**config.mk**
```make
export PLATFORM = sky130hd
export DESIGN_NAME = bet_entry
export DESIGN_NICKNAME = d
export VERILOG_FILES = /design/src/rtl/bet_entry.sv
export SDC_FILE = /design/constraint.sdc
export NUM_CORES = 1
export LEC_CHECK = 0
export BUFFER_PORTS_ARGS = -buffer_cell sky130_fd_sc_hd__buf_4
export CAP_MARGIN = 10
export CORE_UTILIZATION = 45
export CTS_BUF_LIST = sky130_fd_sc_hd__clkbuf_4
export DETAILED_ROUTE_END_ITERATION = 6
export PLACE_DENSITY_LB_ADDON = 0.1
export SLEW_MARGIN = 15
export SYNTH_ARGS = -nofsm -noshare
export SYNTH_HDL_FRONTEND = slang
export SYNTH_SLANG_ARGS = --single-unit
```
**constraint.sdc**
```tcl
create_clock -name slow_clock -period 3.3 [get_ports slow_clock]
set_clock_uncertainty 0.2 [all_clocks]
set_input_delay 0.165 -clock slow_clock [delete_from_list [all_inputs] [get_ports slow_clock]]
set_output_delay 0.165 -clock slow_clock [all_outputs]
set_load 0.01 [all_outputs]
```
**src/rtl/bet_entry.sv**
```systemverilog
// Bet entry controller: accepts a wager, locks it for one round, then commits the
// settled balance from the balance-update logic and tracks errors and round count.
module bet_entry #(
    parameter logic [7:0] INIT_BALANCE = 8'd100
) (
    input  logic       slow_clock,
    input  logic       resetb,
    input  logic       bet_valid,
    input  logic [1:0] bettype_in,
    input  logic [7:0] betamount_in,
    input  logic       round_done,
    input  logic [7:0] newbalance,
    input  logic       moneyerr,
    output logic [1:0] currentbettype,
    output logic [7:0] currentbetamount,
    output logic [7:0] currentbalance,
    output logic       round_start,
    output logic       bet_reject,
    output logic       err_sticky,
    output logic       broke,
    output logic [7:0] rounds
);

    typedef enum logic [1:0] {StIdle, StLocked, StCommit, StBroke} state_e;

    state_e     state_q;
    logic [7:0] held_balance_q;
    logic       held_err_q;
    logic       bet_ok;
    logic [7:0] commit_balance;

    always_comb begin
        bet_ok = (bettype_in != 2'b00) && (betamount_in != 8'd0) &&
                 (betamount_in <= currentbalance);
        // An errored settlement keeps the old balance; BROKE is decided on this value.
        commit_balance = held_err_q ? currentbalance : held_balance_q;
    end

    always_ff @(posedge slow_clock or negedge resetb) begin
        if (!resetb) begin
            state_q          <= StIdle;
            currentbalance   <= INIT_BALANCE;
            currentbettype   <= 2'b00;
            currentbetamount <= 8'd0;
            round_start      <= 1'b0;
            bet_reject       <= 1'b0;
            err_sticky       <= 1'b0;
            broke            <= 1'b0;
            rounds           <= 8'd0;
            held_balance_q   <= 8'd0;
            held_err_q       <= 1'b0;
        end else begin
            round_start <= 1'b0;
            bet_reject  <= 1'b0;
            unique case (state_q)
                StIdle: begin
                    if (bet_valid) begin
                        if (bet_ok) begin
                            currentbettype   <= bettype_in;
                            currentbetamount <= betamount_in;
                            round_start      <= 1'b1;
                            state_q          <= StLocked;
                        end else begin
                            bet_reject <= 1'b1;
                        end
                    end
                end
                StLocked: begin
                    if (round_done) begin
                        held_balance_q <= newbalance;
                        held_err_q     <= moneyerr;
                        state_q        <= StCommit;
                    end
                end
                StCommit: begin
                    currentbalance <= commit_balance;
                    if (held_err_q) begin
                        err_sticky <= 1'b1;
                    end
                    if (rounds != 8'd255) begin
                        rounds <= rounds + 8'd1;
                    end
                    if (commit_balance == 8'd0) begin
                        state_q <= StBroke;
                        broke   <= 1'b1;
                    end else begin
                        state_q <= StIdle;
                    end
                end
                StBroke: begin
                    broke <= 1'b1;
                end
                default: state_q <= StIdle;
            endcase
        end
    end

endmodule

```
==> impl_metrics.yaml <==
synthesis:
  synth_top_cell_area_share_pct: 48.50
  synth_largest_area_cell: "dfrtp_1"
  yosysSeqAreaShare_pct: 52.52
  avgSynthCellArea_um2: 12.33
  synth_edf_count: 0
  syn_area_um2: 1961
  ys.flop_type: "dfrtp_1"
  yosys_warnings: 0
  synthTopCellsByArea: "dfrtp_1 49%, mux2_2 16%, ha_1 8.3%"
  ys_ff_latch: 41
  netlist_instances: 159
  syn-num-nets: 195
  async_flop_share_pct: 100.0
  synth_cell_type_count: 34
global_routing:
  grt_util_met2_pct: 35.05
  grt_pass1_vias: 1498
  antenna_found_initial: 0
  grt_first_pass_wirelength_um: 6596
  overflow: 0
  grt.busiest_layer: "met2"
  grt_use_met1_pct: 22.74
  track_usage_pct: 19.71
  grt_max_degree: 42
  grtUsageMet3_pct: 4.000
sta:
  timing.fmax_mhz: 348.7
  period_share_pct: 86.89
  hold_viol_final: 0
  maxSlewHeadroom_pct: 63.60
  tightest_slew_ps: 546.0
  fin_crit_ps: 2867
  setup_viol: 0
  slew_violations: 0
  holdWs_ps: 125.5
  rsz0062_at_grt: "no"
  setup-tns-final_ps: 0
clock_network:
  cts_tree: "yes"
  clk_latency_ps: 340
  cts_resized: 0
  root_buffer: "clkbuf_4"
  cts_buffer_depth: 2
  path_clk_slew_ps: 120
  cts_sinks: 41
  cts_buffers: 5
  cts_htree_levels: 2
layout:
  utilization_pct: 65.89
  syn_to_final_growth_pct: 37.33
  drive_above_1_share_pct: 38.24
  nets: 273
  multi_input_area_um2: 865.8
  postLayoutCellArea_um2: 2693
  seq_area_um2: 1030
  most-common-layout-cells: "52 x buf_4, 38 x dfrtp_1, 27 x mux2_2, 22 x dlygate4sd3_1, 13 x ha_1"
  fillCellCount: 330
  layout_commonest_cell: "buf_4"
  diodes: 0
outcome:
  status: "complete, no violations"
flow_run:
  maxCapViolations: 0
power_and_ir_drop:
  peakVddDrop_mv: 0.4808
  power_uw: 2217
  power_leakage_uw: 0.001276
  pwr_density_cell_nw_per_um2: 823.3
detailed_routing:
  dr_total_vias: 1453
  vias_per_cell: 5.045
  firstDrtPassIters: 4
  ant_nets: 0
  wirelength_um: 4057
  wire_per_inst_um: 14.09
  drt-initial-drc-count: 45
  drc_errors: 0
worst_setup_path:
  crit_path_max_incr_delay_ps: 590
  path_class: "flop to flop"
  crit_arrival_ps: 2910
  critPathSlowestCell: "or3b_1"
  crit_required_ps: 3340
  crit_path_end_kind: "flop"
  path_cells: "inv_1 -> ha_1 -> nand4_1 -> or2_1 -> nand2_1 -> or3b_1 -> a21o_1 -> mux2_4"
  cp_max_fo: 14
  start_kind: "flop"
floorplan:
  die_h_um: 68.01
  fp-row-count: 23
  initial_utilization_pct: 47.98
  dieArea_um2: 4625
  fp.dieW_um: 68.01
  io_pins: 53
  core-area_um2: 4086
worst_hold_path:
  holdCritPathClass: "input pin to asynchronous set/reset pin"
placed_design:
  dpl_cell_area_um2: 2394
  dp_hpwl_um: 2955
  place_congestion: 0.7578
  io_buffers: 52
[critical path, delay by kind of cell, from the launching register on]
family,cells,cell delay (ps)
buffers and inverters,1,50
and+or+nand+nor,4,1080
AOI/OAI and AO/OA,1,280
DFF,1,560
muxes,1,290
adders and majority gates,1,290
[cell usage after synthesis (3+ instances only)]
cell type  count
mux2_2        27
ha_1          13
a21oi_1        5
nand2_1       11
nand4_1        6
dfstp_2        3
nand3_1        3
o21ai_0        3
inv_1         12
dfrtp_1       38
xnor2_1        4
nand2b_1       3
[cell type report]
type	count	share of cell area, %
flip-flops and latches	41	38.24
well taps	50	2.323
multi-input cells	103	32.16
clock inverters	3	1.533
inverters	12	1.673
repair buffers	74	22.68
clock buffers	5	1.394
[routing by layer]
layer	part of all wire [%]	up-vias
li1	-	720
met1	44	692
met2	50	35
met3	3.6	6
met4	1.6	0
met5	0	-
[repair_timing]
item,CTS,global route
setup endpoints to repair,0,0
buffers inserted,0,0
hold buffers,22,0
endpoints found under the hold margin,61,0
[power breakdown]
part           switching (uW)  internal [uW]  total [uW]
combinational             420            566         986
clock                     159            157         316
sequential                177            737         914
total                     756           1460        2220
[worst paths after layout]
check                                               from                              end  slack (ps)  depth (start not counted)
setup / recovery           currentbalance[5]$_DFFE_PN1P_           state_q[0]$_DFFE_PN0P_         430                          8
hold / removal                                    resetb  currentbetamount[5]$_DFFE_PN0P_         130                          2
setup reg to reg           currentbalance[5]$_DFFE_PN1P_           state_q[0]$_DFFE_PN0P_         430                          8
hold reg to reg                        broke$_DFFE_PN0P_                broke$_DFFE_PN0P_         280                          2
max in group asynchronous                         resetb    currentbalance[6]$_DFFE_PN1P_        2400                          2
min in group slow_clock                       round_done           state_q[1]$_DFFE_PN0P_         140                          4
[sequential cells by signal, indices dropped and copies added (netlist names)]
signal	flops
bet_reject	1
state_q	2
held_err_q	1
currentbalance	8
err_sticky	1
currentbetamount	8
rounds	8
round_start	1
currentbettype	2
held_balance_q	8
broke	1
[stage by stage]
stage,instances,worst slack (ps)
final,288,432.6
after global routing,288,277.5
after CTS,288,409.2
after floorplan,159,752.2
after global placement,258,545.2
after detailed placement,258,459.0
[logic make-up (layout without fill, tap and decap cells)]
| group | count (synthesis) | count (layout) | synth area share (%) |
|---|---|---|---|
| AOI/OAI and AO/OA | 19 | 19 | 6.254 |
| xor gates and xnor gates | 6 | 6 | 2.680 |
| adders and majority gates | 13 | 13 | 8.296 |
| buffers and inverters | 15 | 94 | 3.318 |
| DFF | 41 | 41 | 52.52 |
| muxes | 29 | 29 | 17.04 |
| and+or+nand+nor | 36 | 36 | 9.892 |
Power figures use the tool's default switching activity.
